$ cat config.mk
export PLATFORM = sky130hd
export DESIGN_NAME = dmem_responder
export DESIGN_NICKNAME = d
export VERILOG_FILES = /design/src/rtl/dmem_responder.sv
export SDC_FILE = /design/constraint.sdc
export NUM_CORES = 2
export LEC_CHECK = 0
export CORE_MARGIN = 2
export CORE_UTILIZATION = 60
export CTS_CLUSTER_SIZE = 12
export DETAILED_ROUTE_END_ITERATION = 8
export PLACE_DENSITY_LB_ADDON = 0.15
export SLEW_MARGIN = 20
export SYNTH_ARGS = -nofsm -noshare
export SYNTH_HDL_FRONTEND = slang
export SYNTH_SLANG_ARGS = --single-unit
$ cat constraint.sdc
create_clock -name clk -period 7.1 [get_ports clk]
set_input_delay 0.71 -clock clk [delete_from_list [all_inputs] [get_ports clk]]
set_output_delay 0.71 -clock clk [all_outputs]
set_load 0.01 [all_outputs]
$ cat src/rtl/dmem_responder.sv
// dmem_responder
// Multi-cycle data-memory responder for the Memory stage. It takes one
// load/store at a time and holds the requester off with `stall` for LATENCY
// cycles. It then completes with a one-cycle `done` pulse. A load returns
// registered read data with that pulse. A store commits to the array at the
// completing edge.
//
// Parameters
//   ADDR_W   word-index width; array is 2^ADDR_W x 16-bit words
//   LATENCY  access latency in cycles (>= 1)
//
// Ports
//   clk       rising-edge clock
//   rst       asynchronous active-low reset
//   enable    request valid (sampled only while idle)
//   wr        1 = store, 0 = load
//   addr      byte address; addr[ADDR_W:1] is the word index, addr[0] flags
//             a misaligned access, higher bits alias
//   data_in   store data
//   data_out  load data, non-zero only in the done cycle of an aligned load
//   stall     request in progress (combinational from state only)
//   done      one-cycle completion pulse
//   err       misaligned access, pulses with done
module dmem_responder #(
  parameter int ADDR_W  = 8,
  parameter int LATENCY = 4
) (
  input  logic        clk,
  input  logic        rst,
  input  logic        enable,
  input  logic        wr,
  input  logic [15:0] addr,
  input  logic [15:0] data_in,
  output logic [15:0] data_out,
  output logic        stall,
  output logic        done,
  output logic        err
);

  localparam int              CNT_W    = $clog2(LATENCY) + 1;
  localparam logic [CNT_W-1:0] CNT_INIT = CNT_W'(LATENCY - 1);

  typedef enum logic {IDLE, WAIT} state_t;

  // Latched copy of the request; inputs are not looked at again until the
  // responder returns to IDLE.
  typedef struct packed {
    logic              wr;
    logic              mis;
    logic [ADDR_W-1:0] idx;
    logic [15:0]       data;
  } req_t;

  state_t           state, state_nxt;
  logic [CNT_W-1:0] cnt, cnt_nxt;
  req_t             req_q, req_nxt;
  logic             complete;

  logic [15:0] mem [2**ADDR_W];

  // Upper address bits alias by design.
  logic unused_addr_hi;
  assign unused_addr_hi = ^addr[15:ADDR_W+1];

  always_comb begin
    state_nxt = state;
    cnt_nxt   = cnt;
    req_nxt   = req_q;
    complete  = 1'b0;
    case (state)
      IDLE: begin
        if (enable) begin
          state_nxt    = WAIT;
          cnt_nxt      = CNT_INIT;
          req_nxt.wr   = wr;
          req_nxt.mis  = addr[0];
          req_nxt.idx  = addr[ADDR_W:1];
          req_nxt.data = data_in;
        end
      end
      WAIT: begin
        // cnt reaches zero on the edge before completion, so the request
        // finishes LATENCY edges after acceptance.
        if (cnt == '0) begin
          complete  = 1'b1;
          state_nxt = IDLE;
        end else begin
          cnt_nxt = cnt - 1'b1;
        end
      end
      default: state_nxt = IDLE;
    endcase
  end

  always_ff @(posedge clk or negedge rst) begin
    if (!rst) begin
      state    <= IDLE;
      cnt      <= '0;
      req_q    <= '0;
      done     <= 1'b0;
      err      <= 1'b0;
      data_out <= '0;
    end else begin
      state    <= state_nxt;
      cnt      <= cnt_nxt;
      req_q    <= req_nxt;
      done     <= complete;
      err      <= complete & req_q.mis;
      data_out <= (complete && !req_q.wr && !req_q.mis) ? mem[req_q.idx] : '0;
    end
  end

  // Array is not reset. `complete` depends on state, which the async reset
  // forces to IDLE, so an aborted store never reaches this write.
  always_ff @(posedge clk) begin
    if (complete && req_q.wr && !req_q.mis)
      mem[req_q.idx] <= req_q.data;
  end

  assign stall = (state == WAIT);

endmodule

Word level (Yosys, flattened, before mapping):

Memory sizes are Yosys's and may differ from the RTL's.
Index checks and enable logic that the tools add are counted.

* add/subtract/negate cells: 1
* bitwise operators: 2
* mux-type cells: 11
* reduce and logical (&&, ||, !) cells: 9
* eq/ne operators: 2

Operators with widths (count)
* 2-to-1 mux 16 bit: 1
* 2-to-1 mux 1 bit: 6
* 2-to-1 mux 3 bit: 2
* one-hot mux 3 bit (2 select lines): 1
* logical AND 1 bit: 4
* != test 2 bit, second input constant: 2
* AND reduction 2 bit: 2
* logical NOT 3 bit: 1
* subtractor 3 x 1 -> 3 bit, second input constant: 1
* logical NOT 1 bit: 2
* one-hot mux 1 bit (2 select lines): 1
* AND 1 bit: 1
* inverter 1 bit: 1

* bits of input ports: 36
* memories kept: 1
* bits in writable memories: 4096
* flip-flop bits (word level): 48
* logic and storage cells: 35

Memory list
* mem: words 256, bits a word 16, read ports 1, clocked after Yosys merged registers in 0, wr ports 1, RTL line 59 `logic [15:0] mem [2**ADDR_W];`

Longest topological paths before layout:

* word-level depth: 7
* mapped depth: 13
* gate-level depth less buffers: 10

Worst setup path before layout:

OpenSTA, ideal clock, no wires.

* kind: reg2reg
* start point: register req_q[0] in the netlist's numbering
* end point: memory mem[0][0], data pin
* period minus slack after synthesis: 3.984 ns
* data arrival time: 3.181 ns
* stages on the path, launching flop included: 1
* required time: 6.297 ns
* path buffers: 0
* path slack: 3.116 ns
* cell sequence: dfrtp_1

RTL lines
* start, declared: RTL line 56 `req_t req_q, req_nxt;`
* start signal, assigned: RTL line 106 `req_q <= req_nxt;`
* end, declared: RTL line 59

Straight into the memory's write port.

Final worst setup path:

* start point: register req_q[16] in the netlist's numbering
* end point: register data_out[15]

* word-level cells in the longest chain between the ends: 2

Ends and longest elaborated chain
* memory read (256 x 16 bit)
* 2-to-1 mux 16 bit: RTL line 109 `data_out <= (complete && !req_q.wr && !req_q.mis) ? mem[req_q.idx] : '0;`
* end signal, assigned: RTL line 109
* end, declared: RTL line 34 `output logic [15:0] data_out,`

No other way between the ends.
A chain may end at the register's enable or synchronous reset.

==> results.py <==
metrics = {
    "timing": {
        "tns_ns": 0,
        "worst_pin_slew_ns": 1.27,
        "skew_ns": 0.0700,
        "slew_viol_final": 0,
        "rsz0062_at_grt": "false",
        "fin_crit_sh_pct": 68.8,
        "finalSetupViolCount": 0,
        "slew-limit-headroom_pct": 15.3,
        "fmax_mhz": 205,
        "final-hold-violation-count": 0,
        "min_period_ns": 4.89,
    },
    "critical_path": {
        "cp-start-kind": "register",
        "crit_family": "simple AND/OR/NAND/NOR gates",
        "critPathArrivalTime_ns": 5.71,
        "crit_buf_inv": 1,
        "slowest_delay_ns": 1.00,
        "path_cells": "or4b_2, buf_4, o22ai_1, nor4_1, nand2_1, o31ai_2, nand4_1, or2_1",
        "critPathLaunch": "req_q[16]",
        "criticalPathCategory": "reg2reg",
        "ff2ff_setup_slack_ns": 2.21,
        "timing.rr.end": "data_out[15]",
        "r2r_start": "req_q[16]",
        "cp-end-kind": "register",
        "critical_path_required_ns": 7.93,
        "cpMaxStageDelayCell": "dfrtp_4",
        "cp_max_fo": 38,
        "rr_worst_depth": 8,
    },
    "grt": {
        "grtUsageTotal_pct": 29.3,
        "antenna_found_initial": 16,
        "grt_pass1_vias": 79800,
        "grt-ovfl-total": 0,
        "grt_pass1_wl_microns": 568000,
        "grt_max_degree": 210,
    },
    "clock_network": {
        "clock-sinks": 4144,
        "cts_max_level": 5,
        "cts_tree": "built",
        "cts_buffers": 412,
        "clk_latency_ns": 0.97,
        "path_clk_slew_ns": 0.06,
        "clockRootBuffer": "clkbuf_16",
        "cts_buffer_depth": 4,
    },
    "detailed_routing": {
        "vias": 80800,
        "drtAntennaViolNets": 0,
        "drc": 0,
        "drt_first_pass_iters": 5,
        "viasPerCell": 6.63,
        "drt-wirelength-per-cell_microns": 32.7,
        "drt-initial-drc-count": 10800,
        "routed_wl_microns": 399000,
    },
    "worst_hold_path": {
        "hp-start": "data_in[1]",
        "min_to": "req_q[1]",
        "whs_path_depth": 2,
        "worst_hold_path_type": "in2reg",
    },
    "placed_design": {
        "dpl_cell_area_sq_mm": 0.166,
        "gp_congestion": 0.871,
        "io_buffers": 47,
        "hpwl_microns": 231000,
    },
    "final_layout": {
        "ff_latch_area_sq_mm": 0.124,
        "n_fill_cell": 17100,
        "multi_input_area_sq_mm": 0.0335,
        "nets": 8450,
        "fin_area_sq_mm": 0.178,
        "area_growth_pct": 11.3,
        "drive_above_1_share_pct": 17.9,
    },
    "logic_synthesis": {
        "syn_inst": 8026,
        "synth_enable_flop_cells": 4096,
        "yosysSeqAreaShare_pct": 77.6,
        "synth_nets": 8064,
        "synthXorXnorAreaFrac_pct": 0,
        "synth_seq_cells": 4144,
        "synth_top_family_by_area": "multiplexers",
        "synth_mux_area_share_pct": 13.9,
        "netlist_area_sq_mm": 0.160,
        "synthAdderAreaFrac_pct": 0.0156,
        "syn_area_per_cell_sq_um": 19.9,
        "synth-warning-count": 0,
        "synthFlopType": "edfxtp_1",
        "synthSimpleGateAreaFrac_pct": 3.22,
        "synth_compound_area_share_pct": 3.58,
        "synth.distinct_cells": 54,
        "async_flop_share_pct": 1.16,
    },
    "floorplanning": {
        "die_area_sq_mm": 0.271,
        "io_pins": 55,
        "core_sq_mm": 0.265,
        "start_util_pct": 60.3,
        "row_count": 189,
        "die_w_microns": 520,
        "die_height_microns": 520,
    },
    "run": {
        "max_cap_viol_count": 0,
    },
    "pwr": {
        "leakage_nw": 58.4,
        "total_power_w": 0.0709,
        "peakVddDrop_uv": 822,
        "p_per_area_mw_per_mm2": 398,
    },
    "run_status": {
        "status": "finished, final reports clean",
    },
}
## timing repair
item,in CTS,in global routing
hold endpoints to repair,48,0
gates resized for setup,0,0
hold buffers,1,0
buffers inserted,0,0
## cells in the mapped netlist, drive strengths merged (48+ instances only)
library cell  number  area [sq um]
edfxtp          4096        123000
mux2i            975          9760
mux4             539         12100
buf              320          2030
a22oi            301          2260
nor2             285          1070
o22ai            264          1650
nand3            221          1110
clkbuf           178           669
nand2            154           578
and3             102           638
nor2b             87           544
nor4              62           388
o31ai             60           450
nand4             53           338
dfrtp             48          1200
## layer usage
metal / up-vias / track usage (%) / wire [microns]
li1: 33800 / - / -
met1: 42200 / 40.3 / 151000
met3: 766 / 5.77 / 36900
met2: 4032 / 46.2 / 191000
met4: 6 / 12.8 / 20000
met5: - / 0.176 / 83
## how the worst max path moves through the flow
stage	end	slack (ns)	cells past startpoint
after global routing	data_out[1]	2.16	8
after CTS	data_out[1]	2.21	8
after detailed placement	data_out[1]	2.19	8
after floorplan	mem[0][0]	3.12	0
after global placement	data_out[1]	2.13	8
final	data_out[15]	2.21	8
## power breakdown
group / switching (W) / internal, W
Combinational: 0.0127 / 0.00644
Clock: 0.00883 / 0.0109
Sequential: 0.00130 / 0.0308
## registers in the layout (all words and copies together), names as in the netlist
name / flops
cnt: 3
data_out: 16
done: 1
err: 1
mem: 4096
req_q: 26
stall: 1
## worst register-to-register path, cell delays in order (launching register included)
cell     delay, ns
dfrtp_4       1.00
or4b_2        0.78
buf_4         0.34
o22ai_1       0.12
nor4_1        0.79
nand2_1       0.22
o31ai_2       0.77
nand4_1       0.40
or2_1         0.35
## kinds of logic after synthesis
family	Yosys count
flip-flops	4144
AND/OR/NAND/NOR	1038
adder cells (fa/ha/maj)	2
multiplexers	1540
buffers and inverters	504
AO/OA/AOI/OAI	798
## through the flow
step | hold slack, ns | utilization [%] | setup slack [ns] | instances
floorplan | 0.414 | - | 3.12 | 8026
global placement | 0.495 | 62.6 | 2.13 | 11500
detailed placement | 0.491 | 62.6 | 2.19 | 11500
CTS | 0.308 | 67.1 | 2.21 | 12200
global route | 0.361 | 67.1 | 2.16 | 12200
finish | 0.361 | 67.1 | 2.21 | 12200
## final cells by class
cell class              count  area share, %
diodes                      4        0.00562
clock buffers             533           6.13
clock inverters           121          0.523
inverters                   6         0.0126
multi-input cells        3378           18.8
flip-flops and latches   4144           69.8
well taps                3533           2.48
repair buffers            470           2.29
## cells in the final DEF, fill, tap and decap left out, types with 6 or more instances in the layout
cell type,synthesis,layout
o211ai_1,30,30
mux2i_1,975,975
clkinv_1,0,72
nor2_1,285,260
clkdlybuf4s50_1,0,46
clkinv_2,0,20
nor4_1,62,60
o2111a_1,15,15
nand4_1,52,52
nor2_2,0,18
o211a_1,15,15
clkbuf_1,177,110
buf_12,1,30
nand3_1,221,217
dfrtp_4,0,19
a221oi_1,31,31
nor2_4,0,7
o31ai_1,60,52
o22ai_1,264,264
clkbuf_16,0,416
inv_16,0,7
dfrtp_1,48,26
nand2_1,154,150
clkinv_16,0,6
a31oi_1,23,23
or2_1,15,15
mux2_2,26,26
buf_4,42,389
and3_1,102,102
a22oi_1,301,301
o31ai_2,0,8
nor3_1,34,31
mux4_2,537,537
o21ai_0,18,18
nor2b_1,87,80
a2111oi_0,15,15
a211oi_1,15,15
edfxtp_1,4096,4096
clkbuf_8,0,7
(Power assumes the default switching activity.)
